$ cat src/rtl/pipe_ctrl_pkg.sv
// Shared constants for the pipeline sequencer: RV32I opcodes, PC-select codes and FSM states.
package pipe_ctrl_pkg;

    localparam logic [6:0] OPC_LUI    = 7'b0110111;
    localparam logic [6:0] OPC_AUIPC  = 7'b0010111;
    localparam logic [6:0] OPC_JAL    = 7'b1101111;
    localparam logic [6:0] OPC_JALR   = 7'b1100111;
    localparam logic [6:0] OPC_BRANCH = 7'b1100011;
    localparam logic [6:0] OPC_LOAD   = 7'b0000011;
    localparam logic [6:0] OPC_STORE  = 7'b0100011;
    localparam logic [6:0] OPC_OP_IMM = 7'b0010011;
    localparam logic [6:0] OPC_OP     = 7'b0110011;
    localparam logic [6:0] OPC_SYSTEM = 7'b1110011;

    typedef enum logic [1:0] {
        PC_PLUS4    = 2'd0,
        PC_REDIRECT = 2'd1,
        PC_HOLD     = 2'd2
    } pc_sel_t;

    typedef enum logic [1:0] {
        RUN   = 2'd0,
        FLUSH = 2'd1,
        DWAIT = 2'd2,
        IWAIT = 2'd3
    } state_t;

endpackage

$ cat src/rtl/pipe_ctrl_if.sv
// Control bundle between the sequencer (master) and the pipeline datapath (slave).
interface pipe_ctrl_if;
    // imem_ready/dmem_ready are single-cycle completions: a high level means the fetch or
    // the EX load/store finished this cycle; low means the pipeline must hold.
    logic [31:0] inst_EX;
    logic        ex_valid;
    logic        br_taken;
    logic        imem_ready;
    logic        dmem_ready;
    logic [1:0]  pc_sel;
    logic        stall_IF;
    logic        flush_EX;
    logic        bubble_WB;

    modport master (
        input  inst_EX, ex_valid, br_taken, imem_ready, dmem_ready,
        output pc_sel, stall_IF, flush_EX, bubble_WB
    );

    modport slave (
        output inst_EX, ex_valid, br_taken, imem_ready, dmem_ready,
        input  pc_sel, stall_IF, flush_EX, bubble_WB
    );
endinterface

$ cat src/rtl/pipe_ctrl_perf_counter.sv
// Free-running event counter: increments on en, wraps naturally, cleared only by reset.
module perf_counter #(
    parameter int CNT_W = 32
) (
    input  logic             clk,
    input  logic             reset,
    input  logic             en,
    output logic [CNT_W-1:0] count
);

    always_ff @(posedge clk) begin
        if (reset)
            count <= '0;
        else if (en)
            count <= count + CNT_W'(1);
    end

endmodule

$ cat src/rtl/pipe_ctrl.sv
// Pipeline sequencer: resolves EX control flow, kills wrong-path fetches, holds on memory waits.
module pipe_ctrl
    import pipe_ctrl_pkg::*;
#(
    parameter int FLUSH_CYCLES = 1,
    parameter int CNT_W        = 32
) (
    input  logic             clk,
    input  logic             reset,
    pipe_ctrl_if.master      bus,
    output logic [CNT_W-1:0] stall_cnt,
    output logic [CNT_W-1:0] flush_cnt,
    output state_t           state
);

    localparam logic [1:0] KILL_INIT = 2'(FLUSH_CYCLES - 1);

    state_t     state_q, state_d;
    logic [1:0] kill_q, kill_d;
    pc_sel_t    pc_sel_c;
    logic       stall_c, flush_c, bubble_c, flush_inc;
    logic       redirect, mem_op, dwait;
    logic [6:0] opc;

    assign opc      = bus.inst_EX[6:0];
    assign redirect = bus.ex_valid && ((opc == OPC_JAL) || (opc == OPC_JALR) ||
                                       ((opc == OPC_BRANCH) && bus.br_taken));
    assign mem_op   = bus.ex_valid && ((opc == OPC_LOAD) || (opc == OPC_STORE));
    assign dwait    = mem_op && !bus.dmem_ready;

    // Only the opcode field steers the sequencer.
    logic unused_inst;
    assign unused_inst = ^bus.inst_EX[31:7];

    always_ff @(posedge clk) begin
        if (reset) begin
            state_q <= RUN;
            kill_q  <= 2'd0;
        end else begin
            state_q <= state_d;
            kill_q  <= kill_d;
        end
    end

    always_comb begin
        state_d   = state_q;
        kill_d    = kill_q;
        pc_sel_c  = PC_PLUS4;
        stall_c   = 1'b0;
        flush_c   = 1'b0;
        bubble_c  = 1'b0;
        flush_inc = 1'b0;
        case (state_q)
            RUN: begin
                if (dwait) begin
                    stall_c  = 1'b1;
                    bubble_c = 1'b1;
                    pc_sel_c = PC_HOLD;
                    state_d  = DWAIT;
                end else if (redirect) begin
                    // A fetch that is still outstanding is absorbed by the kill count.
                    pc_sel_c  = PC_REDIRECT;
                    flush_c   = 1'b1;
                    flush_inc = 1'b1;
                    kill_d    = KILL_INIT;
                    if (FLUSH_CYCLES > 1)
                        state_d = FLUSH;
                end else if (!bus.imem_ready) begin
                    stall_c  = 1'b1;
                    flush_c  = 1'b1;
                    pc_sel_c = PC_HOLD;
                    state_d  = IWAIT;
                end
            end
            FLUSH: begin
                flush_c = 1'b1;
                if (bus.imem_ready) begin
                    flush_inc = 1'b1;
                    kill_d    = kill_q - 2'd1;
                    if (kill_q <= 2'd1) begin
                        kill_d  = 2'd0;
                        state_d = RUN;
                    end
                end else begin
                    stall_c  = 1'b1;
                    pc_sel_c = PC_HOLD;
                end
            end
            DWAIT: begin
                if (bus.dmem_ready) begin
                    state_d = RUN;
                end else begin
                    stall_c  = 1'b1;
                    bubble_c = 1'b1;
                    pc_sel_c = PC_HOLD;
                end
            end
            IWAIT: begin
                if (bus.imem_ready) begin
                    state_d = RUN;
                end else begin
                    stall_c  = 1'b1;
                    flush_c  = 1'b1;
                    pc_sel_c = PC_HOLD;
                end
            end
            default: state_d = RUN;
        endcase
        if (reset) begin
            pc_sel_c  = PC_PLUS4;
            stall_c   = 1'b0;
            flush_c   = 1'b0;
            bubble_c  = 1'b0;
            flush_inc = 1'b0;
        end
    end

    assign bus.pc_sel    = pc_sel_c;
    assign bus.stall_IF  = stall_c;
    assign bus.flush_EX  = flush_c;
    assign bus.bubble_WB = bubble_c;
    assign state         = state_q;

    perf_counter #(.CNT_W(CNT_W)) u_stall_cnt (
        .clk   (clk),
        .reset (reset),
        .en    ((state_q == DWAIT) || (state_q == IWAIT)),
        .count (stall_cnt)
    );

    perf_counter #(.CNT_W(CNT_W)) u_flush_cnt (
        .clk   (clk),
        .reset (reset),
        .en    (flush_inc),
        .count (flush_cnt)
    );

endmodule

$ cat src/flat_wrapper.sv
// flat-port wrapper written by rule: the top's interface ports become plain ports
module pipe_ctrl_flat import pipe_ctrl_pkg::*;
#(
    parameter int FLUSH_CYCLES = 1,
    parameter int CNT_W        = 32
)
  (clk, reset, stall_cnt, flush_cnt, state, bus_inst_EX, bus_ex_valid, bus_br_taken, bus_imem_ready, bus_dmem_ready, bus_pc_sel, bus_stall_IF, bus_flush_EX, bus_bubble_WB);
  pipe_ctrl_if bus_i ();
  input  logic clk;
  input  logic reset;
  output logic [CNT_W-1:0] stall_cnt;
  output logic [CNT_W-1:0] flush_cnt;
  output state_t state;
  input wire logic [$bits(bus_i.inst_EX)-1:0] bus_inst_EX;
  input wire logic [$bits(bus_i.ex_valid)-1:0] bus_ex_valid;
  input wire logic [$bits(bus_i.br_taken)-1:0] bus_br_taken;
  input wire logic [$bits(bus_i.imem_ready)-1:0] bus_imem_ready;
  input wire logic [$bits(bus_i.dmem_ready)-1:0] bus_dmem_ready;
  output wire logic [$bits(bus_i.pc_sel)-1:0] bus_pc_sel;
  output wire logic [$bits(bus_i.stall_IF)-1:0] bus_stall_IF;
  output wire logic [$bits(bus_i.flush_EX)-1:0] bus_flush_EX;
  output wire logic [$bits(bus_i.bubble_WB)-1:0] bus_bubble_WB;
  assign bus_i.inst_EX = bus_inst_EX;
  assign bus_i.ex_valid = bus_ex_valid;
  assign bus_i.br_taken = bus_br_taken;
  assign bus_i.imem_ready = bus_imem_ready;
  assign bus_i.dmem_ready = bus_dmem_ready;
  assign bus_pc_sel = bus_i.pc_sel;
  assign bus_stall_IF = bus_i.stall_IF;
  assign bus_flush_EX = bus_i.flush_EX;
  assign bus_bubble_WB = bus_i.bubble_WB;
  pipe_ctrl #(.FLUSH_CYCLES(FLUSH_CYCLES), .CNT_W(CNT_W)) u_core (.clk(clk), .reset(reset), .bus(bus_i), .stall_cnt(stall_cnt), .flush_cnt(flush_cnt), .state(state));
endmodule
$ cat config.mk
export PLATFORM = sky130hd
export DESIGN_NAME = pipe_ctrl_flat
export DESIGN_NICKNAME = d
export VERILOG_FILES = /design/src/rtl/pipe_ctrl_pkg.sv /design/src/rtl/pipe_ctrl_if.sv /design/src/rtl/pipe_ctrl_perf_counter.sv /design/src/rtl/pipe_ctrl.sv /design/src/flat_wrapper.sv
export SDC_FILE = /design/constraint.sdc
export NUM_CORES = 1
export LEC_CHECK = 0
export ABC_AREA = 1
export CAP_MARGIN = 10
export CELL_PAD_IN_SITES_DETAIL_PLACEMENT = 1
export CELL_PAD_IN_SITES_GLOBAL_PLACEMENT = 2
export CORE_UTILIZATION = 25
export DETAILED_ROUTE_END_ITERATION = 10
export GPL_ROUTABILITY_DRIVEN = 0
export PLACE_DENSITY_LB_ADDON = 0.1
export SLEW_MARGIN = 40
export SYNTH_ARGS = -nofsm -noshare
export SYNTH_HDL_FRONTEND = slang
export SYNTH_SLANG_ARGS = --single-unit
$ cat constraint.sdc
create_clock -name clk -period 1.83 [get_ports clk]
set_input_delay 0.2745 -clock clk [delete_from_list [all_inputs] [get_ports clk]]
set_output_delay 0.2745 -clock clk [all_outputs]
set_load 0.005 [all_outputs]
==> flow_summary.ini <==
[yosys]
netlist_instances = 677
syn-num-nets = 717
yosysSeqAreaShare_pct = 33.3
ys_types = 28
synth_seq_cells = 68
syn_avg_cell_area_um2 = 6.04
synth_area_mm2 = 0.00409
synth_area_leaders = dfxtp_1, nand2_1, nor2_1
yosysTopAreaCellShare_pct = 33.3
ys_warn_count = 0
synth_top_cell_by_area = dfxtp_1

[place]
port_buffers = 83
dp_slack_ns = -0.542
place_hpwl_mm = 11.1

[clock_network]
cts_hold_buf = 0
numCtsBuffers = 9
cts-root-buf = clkbuf_16
htree_levels = 3
cts_buffer_depth = 2
clock_sinks = 68
clk_latency_ns = 0.34
cts_tree = yes
clk_pin_slew_worst_paths_ns = 0.06

[setup_path]
startpoint_type = primary input
slowest_stage = clkdlybuf4s50_1
path_delay_family = buffers and inverters
cpPeakStageDelay_ns = 0.47
cp_data_required_time_ns = 1.56
path_class = in2out
r2r_slack_ns = 0.18
crit_fanout = 3
critPathBufInv = 4
crit_path_frequent_cell = nand2_2
crit_chain = clkdlybuf4s50_1, nand2_1, nand2_2, nand3_2, inv_1, nand2_2, buf_4, nor2_1, clkbuf_2
endpoint_kind = output port
arrival_ns = 1.45

[grt]
grt_max_degree = 33
grt_first_pass_wirelength_mm = 23.6
antenna_found_initial = 0
grt_pass1_vias = 4809
gr-total-overflow = 0
track_usage_pct = 18.2

[finish]
final_common_cell = nand2_1
antennaDiodeCount = 0
layout-drive-gt1-share_pct = 14.7
areaGrowthSynthToFinish_pct = 43.4
final_cell_mix = nand2_1, nor2_1, inv_1, clkdlybuf4s50_1, dfxtp_1
layout.nets = 839

[die]
start_util_pct = 25.6
dieArea_mm2 = 0.0169
io_pins = 109
die_width_um = 130
core_area_mm2 = 0.0159
num_rows = 46
die_h_um = 130

[power]
p_int_w = 0.00360
total_power_w = 0.00500
switching_share_pct = 28.1
peakVddDrop_mv = 0.513
power.clock.fraction_pct = 42.1
p_sw_w = 0.00141
powerDensity_mw_per_mm2 = 854
seq_power_share_pct = 32.5
p_leak_nw = 2.22
power_frac_comb_pct = 25.5

[route]
num_vias = 4670
routedWlPerCell_um = 14.3
drt_iter0_markers = 108
route.detailed.drc = 0
routed_wl_mm = 14.6
drt-vias-per-instance = 4.58
first_pass_iters = 4
antenna_left = 0

[sta]
setup_violations = 0
finalClockSkew_ns = 0.00733
timing.final.ws_setup_ns = 0.101
relSlewSlack_pct = 73.1
min_period_over_period_pct = 94.5
finalMaxSlewViolations = 0
fmax_ghz = 0.578
period_needed_ns = 1.73
hold_violations = 0
tightest_slew_ns = 0.404

[flow_run]
drv_cap = 0

[run_status]
status = complete, no violations

[worst_hold_path]
hold_path_class = in2reg
==> what timing repair did <==
| item | in CTS | in global routing |
|---|---|---|
| gates resized for setup | 29 | 22 |
| buffers inserted | 12 | 4 |
| endpoints found under the setup margin | 5 | 12 |
| pin swaps | 14 | 6 |
==> sequential cells by signal, summed over array words and instances, names as in the netlist <==
name and flops:
u_core.u_stall_cnt.count 32, u_core.state 2, u_core.u_flush_cnt.count 32, u_core.kill_q 2
==> final cells by class <==
type,instances,area [um2]
timing repair buffer,125,1150
multi-input combinational,506,2390
clock inverter,4,95.1
inverter,89,334
sequential,68,1370
tap,216,270
clock buffer,12,256
fill,2099,10100
==> through the flow <==
step / hold slack [ns] / setup TNS, ns / util (%) / cell area, um2 / std cells
after floorplan: 0.432 / 0 / - / 4090 / 677
after detailed placement: 0.449 / -5.65 / 33.5 / 5330 / 989
after CTS: 0.448 / 0 / 36.3 / 5790 / 1017
after global placement: 0.445 / -3.98 / 33.5 / 5330 / 989
final: 0.448 / 0 / 36.8 / 5860 / 1020
after global routing: 0.465 / -0.000927 / 36.8 / 5860 / 1020
==> cells in the mapped netlist <==
library cell,n
nand2_1,203
nor2_1,112
inv_1,87
dfxtp_1,68
nand3_1,51
a21oi_1,33
o21ai_0,20
nor2_2,18
nor3_1,14
nand4_1,11
o21bai_1,9
nand2_2,8
clkbuf_1,7
xor2_1,6
buf_2,5
nor2_4,5
nor3_2,3
a211oi_1,2
a31oi_1,2
buf_4,2
ha_1,2
nand3_2,2
xnor2_1,2
clkinv_1,1
inv_2,1
nand2_4,1
nand3b_1,1
nor3b_1,1
==> cell families after synthesis <==
kind of cell             synth area share (%)
adder cells (fa/ha/maj)                 0.612
AND/OR/NAND/NOR                          45.8
XOR/XNOR                                 1.71
AO/OA/AOI/OAI                            8.81
flip-flops                               33.3
buffers and inverters                    9.79
==> worst min-delay path, stage by stage <==
cell and delay, ns:
buf_2 0.11, buf_4 0.24, nor2_1 0.12
==> power groups by stage <==
| stage | registers [W] | logic [W] | clock network [W] |
|---|---|---|---|
| 3_5_place_dp | 0.00163 | 0.00103 | 0 |
| 3_3_place_gp | 0.00163 | 0.00102 | 0 |
| 5_1_grt | 0.00163 | 0.00140 | 0.00221 |
| 6_report | 0.00162 | 0.00127 | 0.00211 |
| 2_1_floorplan | 0.00164 | 0.000484 | 0 |
| 4_1_cts | 0.00160 | 0.00121 | 0.00217 |
==> layer usage <==
layer | up-vias | GRT usage [%] | wire, um
li1 | 2361 | - | -
met1 | 2225 | 21.4 | 6640
met2 | 68 | 33.5 | 7410
met3 | 16 | 3.16 | 347
met4 | 0 | 5.40 | 201
met5 | - | 0 | 0
==> worst paths after layout <==
path	from	endpoint	cells after the start
max	bus_br_taken	bus_pc_sel[0]	9
min	reset	u_core.u_stall_cnt.count[0]	3
max reg2reg	u_core.state[0]	u_core.state[0]	12
min reg2reg	u_core.kill_q[1]	u_core.kill_q[1]	2
Power figures use the tool's default switching activity.
==> patch 1 (same flow settings) <==
`CNT_W` is set to 32 in 3 places; all go to 24.
--- a/src/rtl/pipe_ctrl_perf_counter.sv
+++ b/src/rtl/pipe_ctrl_perf_counter.sv
@@ -2,3 +2,3 @@
 module perf_counter #(
-    parameter int CNT_W = 32
+    parameter int CNT_W = 24
 ) (
--- a/src/rtl/pipe_ctrl.sv
+++ b/src/rtl/pipe_ctrl.sv
@@ -5,3 +5,3 @@
     parameter int FLUSH_CYCLES = 1,
-    parameter int CNT_W        = 32
+    parameter int CNT_W        = 24
 ) (
--- a/src/flat_wrapper.sv
+++ b/src/flat_wrapper.sv
@@ -4,3 +4,3 @@
     parameter int FLUSH_CYCLES = 1,
-    parameter int CNT_W        = 32
+    parameter int CNT_W        = 24
 )
Ports: changed (resized flush_cnt and stall_cnt); port bits go from 109 to 93. No check against the original RTL was run, so the function may have changed too.
==> patch 1 against the unedited design <==
- the flow now finishes with violations (design-rule violations)
- via count down 30%
- design area down 28%
- global-route usage is 1.9 points lower
- setup slack gained 22 ps
- total power decreased by 39%
- sequential cell count decreased by 16
- routed wire length fell by 33%
- area after synthesis down 26%
- critical endpoint unchanged
- largest cell class unchanged
- highest routed layer unchanged
==> patch 1: results (changes against the unedited design) <==
\begin{tabular}{lr}
\hline
Metric & Value \\
\hline
\multicolumn{2}{l}{\textbf{Run status}} \\
Status & finished, violations left \\
Violated checks & design-rule violations \\
\multicolumn{2}{l}{\textbf{Detailed routing}} \\
Post-route DRC violation count & 3 (+3) \\
Post-Route M1 WL & 4.550 mm (-31\%) \\
Detail Route met2 WL & 4.848 mm (-35\%) \\
Routed length on met3 & 244 um (-30\%) \\
\multicolumn{2}{l}{\textbf{Hold path}} \\
Worst hold stages & 2 (-1) \\
End of the worst hold path & u\_core.kill\_q[1] \\
Hold Crit Start & u\_core.kill\_q[1] \\
\multicolumn{2}{l}{\textbf{Power}} \\
Static Leakage & 1.591 nW (-28\%) \\
Sequential fraction of design power & 0.406 (+0.081) \\
Maximum vdd ir drop & 0.0003183 V (-38\%) \\
\multicolumn{2}{l}{\textbf{Synthesis}} \\
Cell types occupying the most area after synthesis & sky130\_fd\_sc\_hd\_\_dfxtp\_1 34\%, sky130\_fd\_sc\_hd\_\_nand2\_1 17\%, sky130\_fd\_sc\_hd\_\_nor2\_1 11\% \\
Number of synthesized register bits & 52 (-24\%) \\
Mapped Avg Cell Area & 6.447 um2 (+6.7\%) \\
\multicolumn{2}{l}{\textbf{Place}} \\
Pre-CTS setup slack & -415.0 ps (+127.2 ps) \\
Input/output buffers & 67 (-19\%) \\
Cell count after placement & 696 (-30\%) \\
DP HPWL & 7.469 mm (-32\%) \\
\multicolumn{2}{l}{\textbf{Final layout}} \\
Total number of multi-input combinational cells & 361 (-29\%) \\
Number of fill cells in the layout & 1509 (-28\%) \\
Share of the final layout cell area in multi-input gates & 0.4225 (+0.01480) \\
CLK BUF & 6 (-6) \\
Non-clock buffers, area share & 0.2154 (+0.01987) \\
Number of signal-net inverters in the final layout & 47 (-47\%) \\
Combined flip-flop and latch cell area & 1042 um2 (-24\%) \\
\multicolumn{2}{l}{\textbf{Global route}} \\
Vias in the first global route & 3429 (-29\%) \\
Global-route met2 utilization & 0.2969 (-0.03780) \\
\multicolumn{2}{l}{\textbf{Critical path}} \\
R2r setup slk & 210 ps (+30 ps) \\
Depth of the worst register-to-register path & 8 (-4) \\
Arrival time worst endpoint & 1430 ps (-20 ps) \\
Cell with the largest stage delay on the worst path & sky130\_fd\_sc\_hd\_\_dlygate4sd2\_1 \\
Reg2reg start & u\_core.u\_stall\_cnt.count[1] \\
Largest fanout on the critical path & 2 (-1) \\
\multicolumn{2}{l}{\textbf{STA}} \\
Worst max-slew margin expressed relative to the limit & 0.7514 (+0.02043) \\
\multicolumn{2}{l}{\textbf{Clocking}} \\
Clock buffers created by TritonCTS & 5 (-4) \\
Max H-tree Level & 2 (-1) \\
\hline
\end{tabular}
-- patch 1: cell count changes in the layout (fill, tap and decap cells not counted), moves of 6 or more --
cell	delta
sky130_fd_sc_hd__nand3_1	-19
sky130_fd_sc_hd__nor3_1	-7
sky130_fd_sc_hd__nor2_1	-25
sky130_fd_sc_hd__nand2_1	-67
sky130_fd_sc_hd__nor2_2	-8
sky130_fd_sc_hd__inv_1	-41
sky130_fd_sc_hd__clkdlybuf4s50_1	-17
sky130_fd_sc_hd__a21oi_1	-11
sky130_fd_sc_hd__dfxtp_1	-12
sky130_fd_sc_hd__buf_4	-6
-- patch 1: cell families after synthesis --
| family | count (synthesis) | synth area share |
|---|---|---|
| adders and majority gates | 2 | 0.008239 |
| DFF | 52 | 0.3428 |
| buffers and inverters | 58 | 0.08281 |
| AOI/OAI and AO/OA | 52 | 0.09765 |
| and+or+nand+nor | 300 | 0.4483 |
| xor gates and xnor gates | 7 | 0.02019 |
==> patch 2 (same settings) <==
Without the edit above. Put a register stage on the output `flush_cnt`, cleared by the reset. The value now appears one clock later. The other outputs are not delayed to match.
--- a/src/rtl/pipe_ctrl.sv
+++ b/src/rtl/pipe_ctrl.sv
@@ -16,2 +16,4 @@
     localparam logic [1:0] KILL_INIT = 2'(FLUSH_CYCLES - 1);
+
+    logic [CNT_W-1:0] flush_cnt_d;
 
@@ -134,4 +136,12 @@
         .en    (flush_inc),
-        .count (flush_cnt)
+        .count (flush_cnt_d)
     );
+
+    always_ff @(posedge clk) begin
+        if (reset) begin
+            flush_cnt <= '0;
+        end else begin
+            flush_cnt <= flush_cnt_d;
+        end
+    end
 
Function: changed (Yosys sat finds a counterexample within 4 cycles, from zero or initial values and one cycle with reset high).
==> patch 2 against the unedited design <==
- design area grew 15%
- total power up 13%
- setup slack got worse by 44 ps
- combinational power fell by 5%
- die area increased by 18%
- sequential cell count up 32
- area after synthesis grew 19%
- global-route usage is 0.88 points lower
- routed wire length is 11% higher
- clock skew shrank 1.4 ps
- register-to-register slack got worse by 20 ps
- cell count is 12% higher
- core utilization shrank 0.93 points
- maximum frequency shrank 2.5%
==> patch 2: results (changes against the unedited design) <==
\begin{tabular}{lr}
\hline
Metric & Value \\
\hline
\multicolumn{2}{l}{\textbf{Power}} \\
Maximum vdd ir drop & 0.0004782 V (-6.8\%) \\
Static Leakage & 2.513 nW (+13\%) \\
Sum of internal, switching and leakage power & 5.639 mW (+13\%) \\
Int Pwr & 4.044 mW (+12\%) \\
\multicolumn{2}{l}{\textbf{Critical path}} \\
Family with the most delay on the worst path & simple AND/OR/NAND/NOR gates \\
Cell with the largest stage delay on the worst path & sky130\_fd\_sc\_hd\_\_dfxtp\_2 \\
Source of the critical timing path & u\_core.state[0] \\
Max incr delay on CP & 340 ps (-130 ps) \\
Arrival time worst endpoint & 1500 ps (+50 ps) \\
\multicolumn{2}{l}{\textbf{Synthesis}} \\
Distinct cell type count after synthesis & 34 (+21\%) \\
Leading cell types by count after synthesis & 225 x sky130\_fd\_sc\_hd\_\_nand2\_1, 160 x sky130\_fd\_sc\_hd\_\_nor2\_1, 100 x sky130\_fd\_sc\_hd\_\_dfxtp\_1 \\
Sequential share of the synthesized area & 0.4131 (+0.08019) \\
Mapped Nets & 789 (+10\%) \\
\multicolumn{2}{l}{\textbf{Hold path}} \\
Hold Crit Start & u\_core.kill\_q[1] \\
\multicolumn{2}{l}{\textbf{Detailed routing}} \\
Total via count in the routed design & 5039 (+7.9\%) \\
Number of DRC markers in iteration 0 & 131 (+21\%) \\
Per-cell routed wire length & 14.13 um (-1.3\%) \\
\multicolumn{2}{l}{\textbf{Final layout}} \\
Biggest regs & u\_core.flush\_cnt x32, u\_core.u\_flush\_cnt.count x32, u\_core.u\_stall\_cnt.count x32 \\
Net count reported at finish & 919 (+9.5\%) \\
Layout cell share with drive strength beyond 1 & 0.1346 (-0.01215) \\
\multicolumn{2}{l}{\textbf{Global route}} \\
Wire length of the first global-routing pass & 26.71 mm (+13\%) \\
Vias in the first global route & 5464 (+14\%) \\
\multicolumn{2}{l}{\textbf{Floorplan}} \\
Starting utilization of the core area & 0.2573 (+0.0008675) \\
\multicolumn{2}{l}{\textbf{Place}} \\
DP HPWL & 11.78 mm (+6.5\%) \\
Pre-CTS setup slack & -517.0 ps (+25.12 ps) \\
\multicolumn{2}{l}{\textbf{STA}} \\
Worst max-slew margin expressed relative to the limit & 0.7269 (-0.004047) \\
Post-Route Skew & 5.908 ps (-1.426 ps) \\
\multicolumn{2}{l}{\textbf{Run status}} \\
Status & complete, no violations \\
\multicolumn{2}{l}{\textbf{Clocking}} \\
Clk Latency, worst-skew pair & 360 ps (+20 ps) \\
\hline
\end{tabular}
## patch 2: changes by cell type in the layout (fill, tap and decap cells not counted), sizes merged, moves of 3 or more
cell	delta
dlygate4sd2	-5
a21oi	-3
nor2	+37
dfxtp	+32
o21bai	-8
buf	+14
o21ai	-3
nand3	-5
inv	-4
nand2	+13
nand4	+3
## patch 2: what timing repair did
| action | 4_1_cts | 5_1_grt |
|---|---|---|
| resized for setup | 39 | 29 |
| pin swaps | 12 | 19 |
| buffers inserted | 21 | 6 |
| endpoints found under the setup margin | 6 | 14 |
## patch 2: stage by stage
step / instance area, um2 / std cells
2_1_floorplan: 4846 / 749
4_1_cts: 6689 / 1143
3_3_place_gp: 6192 / 1108
6_report: 6749 / 1144
3_5_place_dp: 6192 / 1108
5_1_grt: 6749 / 1144
## patch 2: per-layer routing
metal / wire length (um) / vias up / GRT usage
li1: - / 2589 / -
met3: 483 / 20 / 0.03431
met1: 6660 / 2360 / 0.1839
met5: 0 / - / 0
met2: 8652 / 70 / 0.3288
met4: 372 / 0 / 0.07265
## patch 2: path summary, 6_finish.rpt
check	end	slack, ps	cells after the start
min	u_core.kill_q[1]	470	2
min reg2reg	u_core.kill_q[1]	470	2
max reg2reg	u_core.state[0]	160	13
max	bus_bubble_WB	60	5
## patch 2: kinds of logic after synthesis
group	Yosys count	share of synthesized area
and+or+nand+nor	482	0.4201
adders and majority gates	2	0.005163
AOI/OAI and AO/OA	53	0.05758
xor gates and xnor gates	10	0.01808
buffers and inverters	102	0.08598
DFF	100	0.4131
## patch 2: layout make-up
type,count,area share
Multi-Input combinational cell,547,0.3697
Sequential cell,100,0.2976
Timing Repair Buffer,138,0.1898
Tap cell,260,0.04820
Inverter,83,0.04653
Clock buffer,10,0.03541
Clock inverter,6,0.01279
